$ cat config.mk
export PLATFORM = sky130hd
export DESIGN_NAME = pattern_serializer
export DESIGN_NICKNAME = d
export VERILOG_FILES = /design/src/rtl/pattern_ser_pkg.sv /design/src/rtl/pattern_ser_fifo.sv /design/src/rtl/pattern_serializer.sv
export SDC_FILE = /design/constraint.sdc
export NUM_CORES = 1
export LEC_CHECK = 0
export ABC_CLOCK_PERIOD_IN_PS = 3920
export BUFFER_PORTS_ARGS = -buffer_cell sky130_fd_sc_hd__buf_4
export CORE_MARGIN = 5
export CORE_UTILIZATION = 54
export CTS_BUF_LIST = sky130_fd_sc_hd__clkbuf_8
export DETAILED_ROUTE_END_ITERATION = 7
export PLACE_DENSITY = 0.75
export SLEW_MARGIN = 20
export SYNTH_ARGS = -nofsm -noshare
export SYNTH_HDL_FRONTEND = slang
export SYNTH_SLANG_ARGS = --single-unit
$ cat constraint.sdc
create_clock -name clk -period 3.92 [get_ports clk]
set_clock_uncertainty 0.2 [all_clocks]
set_input_delay 0.784 -clock clk [delete_from_list [all_inputs] [get_ports clk]]
set_output_delay 0.784 -clock clk [all_outputs]
set_load 0.02 [all_outputs]
$ cat src/rtl/pattern_ser_pkg.sv
// pattern_ser_pkg: shared types and helpers for the pattern serializer (rev 1.0)
`timescale 1ns/1ps
`default_nettype none
package pattern_ser_pkg;

  typedef enum logic [1:0] {
    S_IDLE  = 2'd0,
    S_LOAD  = 2'd1,
    S_SHIFT = 2'd2
  } ser_state_t;

  localparam int PAT_W = 16;

  // Divider reload value: a programmed 0 behaves like 1 clk per bit.
  function automatic logic [15:0] div_reload(input logic [15:0] d);
    return (d == 16'd0) ? 16'd0 : d - 16'd1;
  endfunction

endpackage
`default_nettype wire

$ cat src/rtl/pattern_ser_fifo.sv
// pattern_ser_fifo: DEPTH x WIDTH show-ahead register FIFO with occupancy (rev 1.0)
`timescale 1ns/1ps
`default_nettype none
module pattern_ser_fifo #(
  parameter int DEPTH = 4,
  parameter int WIDTH = 16
) (
  input  logic                     clk,
  input  logic                     reset,
  input  logic                     i_push,
  input  logic [WIDTH-1:0]         i_data,
  input  logic                     i_pop,
  output logic [WIDTH-1:0]         o_head,
  output logic                     o_full,
  output logic                     o_empty,
  output logic [$clog2(DEPTH):0]   o_level
);

  localparam int AW = $clog2(DEPTH);
  localparam int LW = AW + 1;

  logic [WIDTH-1:0] r_mem [DEPTH];
  logic [AW-1:0]    r_wr_ptr;
  logic [AW-1:0]    r_rd_ptr;
  logic [LW-1:0]    r_level;
  logic             w_push;
  logic             w_pop;

  assign o_full  = (r_level == LW'(DEPTH));
  assign o_empty = (r_level == '0);
  assign w_push  = i_push & ~o_full;
  assign w_pop   = i_pop & ~o_empty;
  assign o_head  = r_mem[r_rd_ptr];
  assign o_level = r_level;

  always_ff @(posedge clk) begin
    if (w_push) r_mem[r_wr_ptr] <= i_data;
  end

  always_ff @(posedge clk or negedge reset) begin
    if (!reset) begin
      r_wr_ptr <= '0;
      r_rd_ptr <= '0;
      r_level  <= '0;
    end else begin
      if (w_push) r_wr_ptr <= r_wr_ptr + AW'(1);
      if (w_pop)  r_rd_ptr <= r_rd_ptr + AW'(1);
      case ({w_push, w_pop})
        2'b10:   r_level <= r_level + LW'(1);
        2'b01:   r_level <= r_level - LW'(1);
        default: r_level <= r_level;
      endcase
    end
  end

endmodule
`default_nettype wire

$ cat src/rtl/pattern_serializer.sv
// pattern_serializer: buffers pattern words and shifts them out MSB-first with a frame strobe (rev 1.0)
// Optional even-parity trailer bit when PATTERN_SER_PARITY_EN is defined.
`timescale 1ns/1ps
`default_nettype none
module pattern_serializer
  import pattern_ser_pkg::*;
#(
  parameter int DEPTH = 4,
  parameter int WIDTH = PAT_W
) (
  input  logic                     clk,
  input  logic                     reset,
  input  logic                     enable,
  input  logic [15:0]              bit_div,
  input  logic                     pat_valid,
  input  logic [WIDTH-1:0]         pat_data,
  output logic                     pat_ready,
  output logic                     ser_out,
  output logic                     ser_frame,
  output logic                     busy,
  output logic                     underrun,
  output logic [$clog2(DEPTH):0]   level
);

`ifdef PATTERN_SER_PARITY_EN
  localparam int NB = WIDTH + 1;
`else
  localparam int NB = WIDTH;
`endif
  localparam int CW = $clog2(NB);

  ser_state_t       r_state, w_state_nxt;
  logic [NB-1:0]    r_shreg, w_shreg_nxt;
  logic [CW-1:0]    r_bit_cnt, w_bit_nxt;
  logic [15:0]      r_div_cnt, w_div_nxt;
  logic             r_ser_out, w_ser_nxt;
  logic             r_frame, w_frame_nxt;
  logic             r_underrun, w_underrun_nxt;
  logic             r_en_d;

  logic [WIDTH-1:0] w_head;
  logic [NB-1:0]    w_word;
  logic             w_full, w_empty, w_pop, w_go, w_early;
  logic [15:0]      w_reload;

  pattern_ser_fifo #(.DEPTH(DEPTH), .WIDTH(WIDTH)) u_fifo (
    .clk     (clk),
    .reset   (reset),
    .i_push  (pat_valid),
    .i_data  (pat_data),
    .i_pop   (w_pop),
    .o_head  (w_head),
    .o_full  (w_full),
    .o_empty (w_empty),
    .o_level (level)
  );

`ifdef PATTERN_SER_PARITY_EN
  assign w_word = {w_head, ^w_head};
`else
  assign w_word = w_head;
`endif

  assign w_reload = div_reload(bit_div);
  assign w_go     = enable & ~w_empty;
  // The LOAD cycle overlaps the last clk of the outgoing word, so the
  // follow-on decision is taken one clk before the final bit period ends.
  assign w_early  = ((r_bit_cnt == '0) && (r_div_cnt == 16'd1)) ||
                    ((r_bit_cnt == CW'(1)) && (r_div_cnt == 16'd0) && (w_reload == 16'd0));

  always_comb begin
    w_state_nxt    = r_state;
    w_shreg_nxt    = r_shreg;
    w_bit_nxt      = r_bit_cnt;
    w_div_nxt      = r_div_cnt;
    w_ser_nxt      = r_ser_out;
    w_frame_nxt    = r_frame;
    w_underrun_nxt = r_underrun;
    w_pop          = 1'b0;
    if (enable && !r_en_d) w_underrun_nxt = 1'b0;
    case (r_state)
      S_IDLE: begin
        if (w_go) begin
          w_pop       = 1'b1;
          w_shreg_nxt = w_word;
          w_state_nxt = S_LOAD;
        end
      end
      S_LOAD: begin
        w_ser_nxt   = r_shreg[NB-1];
        w_shreg_nxt = r_shreg << 1;
        w_bit_nxt   = CW'(NB - 1);
        w_div_nxt   = w_reload;
        w_frame_nxt = 1'b1;
        w_state_nxt = S_SHIFT;
      end
      S_SHIFT: begin
        if (r_div_cnt != 16'd0) begin
          w_div_nxt = r_div_cnt - 16'd1;
        end else if (r_bit_cnt != '0) begin
          w_ser_nxt   = r_shreg[NB-1];
          w_shreg_nxt = r_shreg << 1;
          w_bit_nxt   = r_bit_cnt - CW'(1);
          w_div_nxt   = w_reload;
        end else begin
          w_state_nxt = S_IDLE;
          w_frame_nxt = 1'b0;
          w_ser_nxt   = 1'b0;
          if (enable && w_empty) w_underrun_nxt = 1'b1;
        end
        if (w_early && w_go) begin
          w_pop       = 1'b1;
          w_shreg_nxt = w_word;
          w_state_nxt = S_LOAD;
        end
      end
      default: begin
        w_state_nxt = S_IDLE;
        w_frame_nxt = 1'b0;
        w_ser_nxt   = 1'b0;
      end
    endcase
  end

  always_ff @(posedge clk or negedge reset) begin
    if (!reset) begin
      r_state    <= S_IDLE;
      r_shreg    <= '0;
      r_bit_cnt  <= '0;
      r_div_cnt  <= '0;
      r_ser_out  <= 1'b0;
      r_frame    <= 1'b0;
      r_underrun <= 1'b0;
      r_en_d     <= 1'b0;
    end else begin
      r_state    <= w_state_nxt;
      r_shreg    <= w_shreg_nxt;
      r_bit_cnt  <= w_bit_nxt;
      r_div_cnt  <= w_div_nxt;
      r_ser_out  <= w_ser_nxt;
      r_frame    <= w_frame_nxt;
      r_underrun <= w_underrun_nxt;
      r_en_d     <= enable;
    end
  end

  assign pat_ready = ~w_full;
  assign ser_out   = r_ser_out;
  assign ser_frame = r_frame;
  assign busy      = (r_state != S_IDLE);
  assign underrun  = r_underrun;

endmodule
`default_nettype wire
# After elaboration in Yosys (flattened, before gate mapping)
# Memory sizes are Yosys's and may differ from the RTL's.
# Index checks and enable logic that the tools add are counted.
dict set report word_totals {
  elab_cells 100
  latchBits 0
  register_bits 49
  romBits 0
  memories 1
  input_bits 36
  out_inout_bits 8
  ramBits 64
}
# memory depth word_bits read_ports rd_ports_with_merged_regs write_ports line_no
set mem_list {}
lappend mem_list {u_fifo.r_mem 4 16 1 0 1 pattern_ser_fifo.sv:22} ;# logic [WIDTH-1:0] r_mem [DEPTH];
dict set report classes {
  addsub 7
  muxes 34
  shift 0
  div 0
  reduce_logical 26
  n_bitwise 6
  n_mul 0
  eq_ne 15
  magnitude_cmp 0
}
# cell count
set op_table {}
lappend op_table {{2-to-1 mux 16 bit} 7}
lappend op_table {{zero test 16 bit} 3}
lappend op_table {{case mux 16 bit (3 select lines)} 1}
lappend op_table {{case mux 16 bit (2 select lines)} 1}
lappend op_table {{subtractor 16 x 1 -> 16 bit, second input constant} 2}
lappend op_table {{equality test 16 x 1 -> 1 bit, second input constant} 1}
lappend op_table {{nonzero test 16 bit} 1}
lappend op_table {{2-to-1 mux 1 bit} 13}
lappend op_table {{!= test 3 bit, second input constant} 4}
lappend op_table {{AND reduction 3 bit} 3}
lappend op_table {{2-to-1 mux 2 bit} 4}
lappend op_table {{2-to-1 mux 4 bit} 2}
lappend op_table {{!= test 2 bit, second input constant} 4}
lappend op_table {{case mux 4 bit (2 select lines)} 1}
lappend op_table {{logical AND 1 bit} 6}
lappend op_table {{case mux 1 bit (3 select lines)} 2}
lappend op_table {{case mux 2 bit (3 select lines)} 1}
lappend op_table {{case mux 3 bit (2 select lines)} 1}
lappend op_table {{nonzero test 2 bit} 3}
lappend op_table {{adder 2 x 1 -> 2 bit, second input constant} 2}
lappend op_table {{equality test 2 x 1 -> 1 bit, second input constant} 2}
lappend op_table {{equality test 2 bit, second input constant} 2}
lappend op_table {{equality test 4 x 1 -> 1 bit, second input constant} 1}
lappend op_table {{zero test 4 bit} 1}
lappend op_table {{other kinds (15)} 20}

# Logic depth before layout (Yosys ltp)
# Gate-level depths: netlist of the first run.
dict set report logic_depth {
  depth_word 11
  ltp_mapped 16
  depth_no_buf 15
}

# By module
# Synthesis of the first run repeated with hierarchy kept, for this count alone.
dict set report unflattened {
  hier_cells 468
  hier_area_um2 5858.1
}
# mod cells_each n_inst area_per_inst_um2 seq_area_each_um2
set by_module_without_submodules {}
lappend by_module_without_submodules {pattern_serializer 347 1 3083.0 1051.0}
lappend by_module_without_submodules {pattern_ser_fifo 121 1 2775.2 2097.0}

# Worst setup path after synthesis of the first run
# Ideal clock, no wire load.
dict set report synth_path {
  kind {input to register}
  from {input bit_div[2]}
  to {register u_fifo.r_level[2], in the netlist u_fifo.o_level[2]}
  path_slack_ps -88
  arrival_ps 3728
  path_stages 15
  n_path_buf 2
  setup_ps 80
  t_required_ps 3640
  path_cell_list {buf_6 -> or4_1 -> buf_2 -> o41ai_2 -> a211oi_1 -> nor4_1 -> o221a_2 -> o21ai_0 -> inv_1 -> ha_1 -> inv_1 -> fa_1 -> xor2_1 -> nor2_1 -> xor2_1}
}
dict set report synth_between {
  elab_chain_cells 11
  word_cells_on_any_way 14
  cone_classes {add/sub: 1; eq/ne: 2; mux: 4; bitwise: 1; reduce/logical: 6}
}
# element line_no
set synth_lines {}
lappend synth_lines {{start, declared} pattern_serializer.sv:14} ;# input logic [15:0] bit_div,
lappend synth_lines {{subtractor 16 x 1 -> 16 bit or zero test 16 bit (tied branches)} pattern_ser_pkg.sv:16} ;# return (d == 16'd0) ? 16'd0 : d - 16'd1;
lappend synth_lines {{2-to-1 mux 16 bit *} pattern_ser_pkg.sv:16}
lappend synth_lines {{zero test 16 bit *} pattern_serializer.sv:69} ;# ((r_bit_cnt == CW'(1)) && (r_div_cnt == 16'd0) && (w_reload == 16'd0));
lappend synth_lines {{logical AND 1 bit *} pattern_serializer.sv:69}
lappend synth_lines {{logical OR 1 bit *} pattern_serializer.sv:68} ;# assign w_early = ((r_bit_cnt == '0) && (r_div_cnt == 16'd1)) ||
lappend synth_lines {{logical AND 1 bit *} pattern_serializer.sv:111} ;# if (w_early && w_go) begin
lappend synth_lines {{2-to-1 mux 1 bit *} pattern_serializer.sv:111}
lappend synth_lines {{case mux 1 bit (2 select lines) *} pattern_serializer.sv:81} ;# case (r_state)
lappend synth_lines {{AND 1 bit *} pattern_ser_fifo.sv:32} ;# assign w_pop = i_pop & ~o_empty;
lappend synth_lines {{named net u_fifo.w_pop} pattern_ser_fifo.sv:27} ;# logic w_pop;
lappend synth_lines {{equality test 2 x 1 -> 1 bit or equality test 2 bit (tied branches)} pattern_ser_fifo.sv:48} ;# case ({w_push, w_pop})
lappend synth_lines {{case mux 3 bit (2 select lines) or nonzero test 2 bit (tied branches)} --}
lappend synth_lines {{end signal, assigned} pattern_ser_fifo.sv:49} ;# 2'b10: r_level <= r_level + LW'(1);
lappend synth_lines {{end signal, assigned} pattern_ser_fifo.sv:50} ;# 2'b01: r_level <= r_level - LW'(1);
lappend synth_lines {{end signal, assigned} pattern_ser_fifo.sv:51} ;# default: r_level <= r_level;
lappend synth_lines {{end, declared} pattern_ser_fifo.sv:25} ;# logic [LW-1:0] r_level;
# Mark *: on every way through the listed nets, which the timed path passes. The rest lies on a longest branch.
# A chain may end at the register's enable or synchronous reset.

# Worst setup path in the final report of the first run
dict set report layout_path {
  from {register r_div_cnt[1]}
  to {register u_fifo.r_level[2], in the netlist u_fifo.o_level[2]}
}
dict set report layout_between {
  elab_chain_cells 10
  word_cells_on_any_way 14
  cone_classes {eq/ne: 3; mux: 3; bitwise: 1; reduce/logical: 7}
}
# element line_no
set layout_lines {}
lappend layout_lines {{start, declared} pattern_serializer.sv:35} ;# logic [15:0] r_div_cnt, w_div_nxt;
lappend layout_lines {{start signal, assigned} pattern_serializer.sv:139} ;# r_div_cnt <= w_div_nxt;
lappend layout_lines {{zero test 16 bit} pattern_serializer.sv:69}
lappend layout_lines {{logical AND 1 bit (2 in a row)} pattern_serializer.sv:69}
lappend layout_lines {{logical OR 1 bit *} pattern_serializer.sv:68}
lappend layout_lines {{logical AND 1 bit *} pattern_serializer.sv:111}
lappend layout_lines {{2-to-1 mux 1 bit *} pattern_serializer.sv:111}
lappend layout_lines {{case mux 1 bit (2 select lines) *} pattern_serializer.sv:81}
lappend layout_lines {{AND 1 bit *} pattern_ser_fifo.sv:32}
lappend layout_lines {{named net u_fifo.w_pop} pattern_ser_fifo.sv:27}
lappend layout_lines {{equality test 2 x 1 -> 1 bit or equality test 2 bit (tied branches)} pattern_ser_fifo.sv:48}
lappend layout_lines {{case mux 3 bit (2 select lines) or nonzero test 2 bit (tied branches)} --}
# Marks and branches as above.

==> qor.yml, run 1 <==
worst_hold_path:
  worstHoldPathType: "in2async"
synth:
  yosysWarnings: 0
  synthesis.area_um2: 6180
  yosys.area_share.adder_pct: 3.16
  post-synth-top-count-cell: "edfxtp_1"
  synth_cell_type_count: 66
  synth-compound-area-share_pct: 14.3
  synthSimpleGateAreaFrac_pct: 16.1
  synth_nets: 605
  synth_top_family_by_area: "simple AND/OR/NAND/NOR gates"
  synth_ff_type: "edfxtp_1"
  synth_xor_area_share_pct: 2.69
  yosys-mux-area-fraction_pct: 8.62
  synth_edf_count: 64
  synth_async_sr_flop_share_pct: 43.4
  synth_seq_cells: 113
  synth_top_area_share_pct: 31.1
  synth_area_leaders: "edfxtp_1, dfrtp_1, mux4_2"
  yosys.area.top_type: "edfxtp_1"
  synth.avg_cell_area_um2: 11.2
  synthCells: 554
  synth-seq-area-share_pct: 50.9
  yosys-top-cells-count: "edfxtp_1, nand2_1, dfrtp_1, nor2_1, inv_1"
drt:
  drtAntennaViolNets: 0
  routed_via_density: 6.15
  drt_iter0_drc: 409
  drtPass1Iterations: 5
  num_vias: 4961
  drc: 0
  routed_wl_mm: 15.0
  wl_per_cell_um: 18.6
worst_setup_path:
  cp_max_fo: 2
  worstSetupEndpoint: "u_fifo.o_level[2]$_DFFE_PN0P_"
  crit_path_end_kind: "flip-flop"
  crit_path_start: "r_div_cnt[1]$_DFFE_PN0P_"
  setup.worst_path.class: "reg2reg"
  worst_ep_required_time_ns: 4.08
  rrSetupSlack_ns: 0.18
  rr_endpoint: "u_fifo.o_level[2]$_DFFE_PN0P_"
  cp-start-kind: "flip-flop"
  cp.arrival_ns: 3.90
  ff2ff_path_depth: 15
  rr_startpoint: "r_div_cnt[1]$_DFFE_PN0P_"
power:
  power.density_nw_per_um2: 734
  peakVddDrop_mv: 0.450
  p_leak_nw: 3.00
floorplan:
  die_w_um: 117
  core_um2: 11300
  start_util_pct: 54.6
  io_pins: 44
  dieArea_um2: 13700
  die_h_um: 117
  rows: 39
layout:
  fin_cells: 807
  diodes: 0
  postLayoutCoreUtil_pct: 66.1
  register_area_um2: 3150
  drive_gt1_share_pct: 27.9
  multi_input_area_um2: 2830
  fillers: 867
  areaGrowthSynthToFinish_pct: 21.1
  fin_nets: 702
sta:
  worst_slew_pin_slew_ns: 0.887
  setup_violations: 0
  rsz0062_at_grt: "no"
  worst_slew_margin_rel_pct: 40.9
  final.min_clock_period_ns: 3.74
  final.period_utilization_pct: 95.4
  hold_viol: 0
  max_clock_freq_mhz: 267
  maxSlewViolCount: 0
  fin_setup_tns_ns: 0
grt:
  grt_remaining_overflow: 0
  grt_pass1_wl_mm: 24.6
  grt_usage_pct: 23.5
  first_global_vias: 5114
  antenna_found_initial: 0
  grt_max_degree: 50
cts:
  h-tree-depth: 4
  cts.path.max_buffers: 2
  path_clk_slew_ns: 0.07
  cts_tree: "yes"
  cts_buffers: 17
  clkLatencyLatePin_ns: 0.44
  clock-sinks: 113
  cts_root_buffer: "clkbuf_8"
outcome:
  status: "complete, no violations"
job:
  maxCapViolations: 0
placement:
  io_buffers: 43
  placed_cells: 770
  hpwlAfterDp_mm: 10.3
  place.gp.congestion: 0.969
metal layers:
metal / part of all wire [%] / wire length (um) / vias to the layer above / global-route usage (%)
met5: 0 / 0 / - / 0
met1: 40 / 5940 / 2415 / 27.2
met4: 4.2 / 627 / 0 / 13.2
li1: - / - / 2279 / -
met3: 5.8 / 864 / 51 / 5.30
met2: 50 / 7560 / 216 / 40.4
layout make-up:
type | count | area share (%)
Sequential cell | 113 | 42.1
Multi-Input combinational cell | 383 | 37.8
Timing Repair Buffer | 103 | 10.7
Clock buffer | 17 | 3.13
Tap cell | 143 | 2.39
Clock inverter | 15 | 2.26
Inverter | 33 | 1.65
flip-flops by register name (all words and copies together) (netlist names):
signal           count
r_div_cnt           16
ser_frame            1
u_fifo.r_rd_ptr      2
u_fifo.o_level       3
r_state              2
r_shreg             16
u_fifo.r_wr_ptr      2
u_fifo.r_mem        64
r_en_d               1
ser_out              1
r_bit_cnt            4
underrun             1
cells in the final DEF (no fill, tap or decap), drive strengths merged, types with 10 or more instances in the layout:
master  netlist  routed
buf          11     103
o211ai       20      20
or3          11      11
mux4         16      16
a21oi        27      27
dfrtp        49      49
nand2        62      62
nor4         13      13
a31oi        14      14
o21ai        23      23
mux2i        15      15
nor2         41      41
clkbuf       14      17
edfxtp       64      64
inv          33      33
nand3        13      13
ha           14      14
xor2         10      10
how the worst min path moves through the flow:
stage | startpoint | to | slack (ns) | cells after the start
after floorplan | r_en_d$_DFF_PN0_ | underrun$_DFF_PN0_ | 0.24 | 2
after global placement | r_en_d$_DFF_PN0_ | underrun$_DFF_PN0_ | 0.26 | 2
after detailed placement | r_en_d$_DFF_PN0_ | underrun$_DFF_PN0_ | 0.27 | 2
after CTS | reset | underrun$_DFF_PN0_ | 0.18 | 1
after global routing | reset | underrun$_DFF_PN0_ | 0.21 | 1
final | reset | u_fifo.r_wr_ptr[1]$_DFFE_PN0P_ | 0.16 | 1
kinds of logic after synthesis:
| family | count (synthesis) |
|---|---|
| AO/OA/AOI/OAI | 122 |
| XOR/XNOR | 19 |
| adder cells (fa/ha/maj) | 15 |
| buffers and inverters | 58 |
| flip-flops | 113 |
| multiplexers | 33 |
| AND/OR/NAND/NOR | 194 |
stage by stage:
stage	hold WS [ns]	power, mW	worst slack [ns]	area (um2)
final	0.164	5.49	0.179	7490
after floorplan	0.242	3.60	0.0162	6210
after CTS	0.176	5.47	0.00840	7420
after detailed placement	0.270	4.33	-0.255	7010
after global placement	0.263	4.22	-0.160	7010
after global routing	0.209	5.87	0.0163	7490
power breakdown:
part | internal [mW] | switching (mW)
Sequential | 1.64 | 0.310
Clock | 0.621 | 0.486
Combinational | 1.06 | 1.37
Total | 3.33 | 2.16
critical path, cell delays in order, from the launching register on:
cell and delay, ns:
dfrtp_1 0.39, inv_2 0.09, ha_4 0.14, or4b_4 0.45
or4_4 0.58, nor4b_4 0.31, o221a_2 0.26, o21ai_1 0.07
buf_4 0.15, inv_1 0.05, ha_2 0.17, inv_1 0.05
fa_2 0.33, xor2_1 0.14, nor2_1 0.13, xor2_1 0.16
timing repair:
action	in CTS	in global routing
pin swaps	2	6
hold buffers	0	0
endpoints found under the setup margin	1	2
resized for setup	1	9
endpoints found under the hold margin	0	0
buffers inserted	1	4
No activity file was read; power rests on OpenSTA's default activity.
==> run 2, diff against run 1 <==
--- a/config.mk
+++ b/config.mk
@@ -14,3 +14,2 @@
 export PLACE_DENSITY = 0.75
-export SLEW_MARGIN = 20
 export SYNTH_ARGS = -nofsm -noshare
==> constraint.sdc (replaced) <==
create_clock -name clk -period 3.92 [get_ports clk]
set_clock_uncertainty 0.2 [all_clocks]
set_input_delay 0.392 -clock clk [delete_from_list [all_inputs] [get_ports clk]]
set_output_delay 0.392 -clock clk [all_outputs]
set_load 0.02 [all_outputs]
==> run 2 against run 1 <==
Net effect:
- via count down 2.2%
- first-iteration DRC count up 47%
- count of clock-buffer cells in the layout unchanged
- die area unchanged
- cell count down 2.5%
- cell area down 2.5%
- power down 2.5%
- largest cell class unchanged
- largest power group unchanged
- highest routed layer unchanged
==> qor.yml, run 2 (synthesis gave the netlist of run 1 again) <==
drt:
  wl_per_cell_um: 18.5  # -0.46%
  drc: 0  # unchanged
  drtAntennaViolNets: 0  # unchanged
  num_vias: 4851  # -2.2%
  routed_wl_mm: 14.6  # -2.9%
  drtPass1Iterations: 5  # unchanged
  drt_iter0_drc: 603  # +47%
  routed_via_density: 6.16  # +0.27%
sta:
  final.min_clock_period_ns: 3.76  # +0.0241 ns
  max_clock_freq_mhz: 266  # -0.64%
  fin_setup_tns_ns: 0  # unchanged
  worst_slew_pin_slew_ns: 0.868  # -0.0186 ns
  final.period_utilization_pct: 96.0  # +0.61 points
  setup_slack_ns: 0.155  # -0.0241 ns
  maxSlewViolCount: 0  # unchanged
  hold_viol: 0  # unchanged
  setup_violations: 0  # unchanged
  rsz0062_at_grt: "no"
  worst_slew_margin_rel_pct: 42.1  # +1.2 points
power:
  p_leak_nw: 2.87  # -4.1%
  power.density_nw_per_um2: 733  # about the same
  peakVddDrop_mv: 0.371  # -18%
placement:
  hpwlAfterDp_mm: 9.91  # -4.2%
  place_ws_ns: 0.0131  # +0.268 ns
  io_buffers: 43  # unchanged
  place.gp.congestion: 0.942  # -2.8%
cts:
  path_clk_slew_ns: 0.08  # about the same
  cts_root_buffer: "clkbuf_8"
  clock-sinks: 113  # unchanged
  h-tree-depth: 4  # unchanged
  clkLatencyLatePin_ns: 0.44  # about the same
  cts.path.max_buffers: 2  # unchanged
  cts_buffers: 17  # unchanged
  cts_tree: "yes"
grt:
  antenna_found_initial: 0  # unchanged
  first_global_vias: 4683  # -8.4%
  grt_usage_pct: 22.4  # -1.1 points
  grt_max_degree: 50  # unchanged
  grt_pass1_wl_mm: 23.5  # -4.4%
  grt_remaining_overflow: 0  # unchanged
outcome:
  status: "complete, no violations"
floorplan:
  rows: 39  # unchanged
  core_um2: 11300  # unchanged
  dieArea_um2: 13700  # unchanged
  die_h_um: 117  # unchanged
  io_pins: 44  # unchanged
  die_w_um: 117  # unchanged
  start_util_pct: 54.6  # unchanged
worst_hold_path:
  worstHoldPathType: "in2reg"
layout:
  layout_commonest_cell: "buf_4"
  top_register: "u_fifo.r_mem"
  drive_gt1_share_pct: 21.6  # -6.3 points
  diodes: 0  # unchanged
  fin_nets: 682  # -2.8%
  layout_common_cells: "buf_4, edfxtp_1, nand2_1"
  areaGrowthSynthToFinish_pct: 18.1
  postLayoutCoreUtil_pct: 64.5  # -1.6 points
  largest_reg_flops: 64  # unchanged
  reg_top3: "u_fifo.r_mem: 64 flops, r_div_cnt: 16 flops, r_shreg: 16 flops"
worst_setup_path:
  setup.worst_path.class: "reg2reg"
  cp-start-kind: "flip-flop"
  cp.arrival_ns: 3.91  # about the same
  crit_path_end_kind: "flip-flop"
  cp_max_fo: 3  # +1
  worst_ep_required_time_ns: 4.07  # about the same
job:
  maxCapViolations: 0  # unchanged
## run 2: cell type report
cell class              instances  area (um2)
inverters                      33         124
clock buffers                  17         234
clock inverters                15         160
well taps                     143         179
flip-flops and latches        113        3150
repair buffers                 83         668
multi-input cells             383        2790
fillers                       835        4020
## run 2: worst max-delay path, stage by stage, from the launching register on
cell and delay [ns]:
dfrtp_1 0.38, inv_1 0.10, ha_1 0.19, or4b_2 0.58
or4_4 0.45, nor4b_4 0.26, o221a_2 0.26, o21ai_0 0.13
inv_1 0.10, ha_1 0.18, inv_1 0.06, fa_1 0.38
xor2_1 0.15, nor2_1 0.11, xor2_1 0.16
## run 2: timing repair
| item | 4_1_cts | 5_1_grt |
|---|---|---|
| gates resized for setup | 0 | 2 |
| buffers inserted | 0 | 2 |
| endpoints found under the hold margin | 114 | 0 |
| hold buffers | 18 | 0 |
| endpoints found under the setup margin | 0 | 1 |
## run 2: path summary, 6_finish.rpt
path,startpoint,to,slack [ns],cells past startpoint
setup / recovery,r_div_cnt[1]$_DFFE_PN0P_,u_fifo.o_level[2]$_DFFE_PN0P_,0.16,14
hold / removal,bit_div[11],r_div_cnt[11]$_DFFE_PN0P_,0.09,3
setup reg to reg,r_div_cnt[1]$_DFFE_PN0P_,u_fifo.o_level[2]$_DFFE_PN0P_,0.16,14
hold reg to reg,r_en_d$_DFF_PN0_,underrun$_DFF_PN0_,0.31,2
max in group asynchronous,reset,r_shreg[10]$_DFFE_PN0P_,2.75,2
min in group asynchronous,reset,r_div_cnt[15]$_DFFE_PN0P_,0.33,2
## run 2: through the flow
step	cells	cell area (um2)	hold slack, ns	power, mW
3_3_place_gp	735	6700	0.252	4.14
5_1_grt	787	7300	0.0997	5.70
3_5_place_dp	735	6700	0.265	4.24
6_report	787	7300	0.0892	5.35
4_1_cts	785	7270	0.0715	5.35
2_1_floorplan	554	6180	-0.104	3.59
## run 2: power by group
part	total, mW	switching [mW]	internal, mW
logic	2.36	1.38	0.973
clock network	1.09	0.518	0.570
registers	1.91	0.265	1.64
## run 2: layer usage
| metal | wire length, um | GRT usage (%) |
|---|---|---|
| met4 | 558 | 12.0 |
| met5 | 0 | 0 |
| met1 | 5650 | 27.6 |
| met3 | 1120 | 5.35 |
| met2 | 7220 | 36.5 |
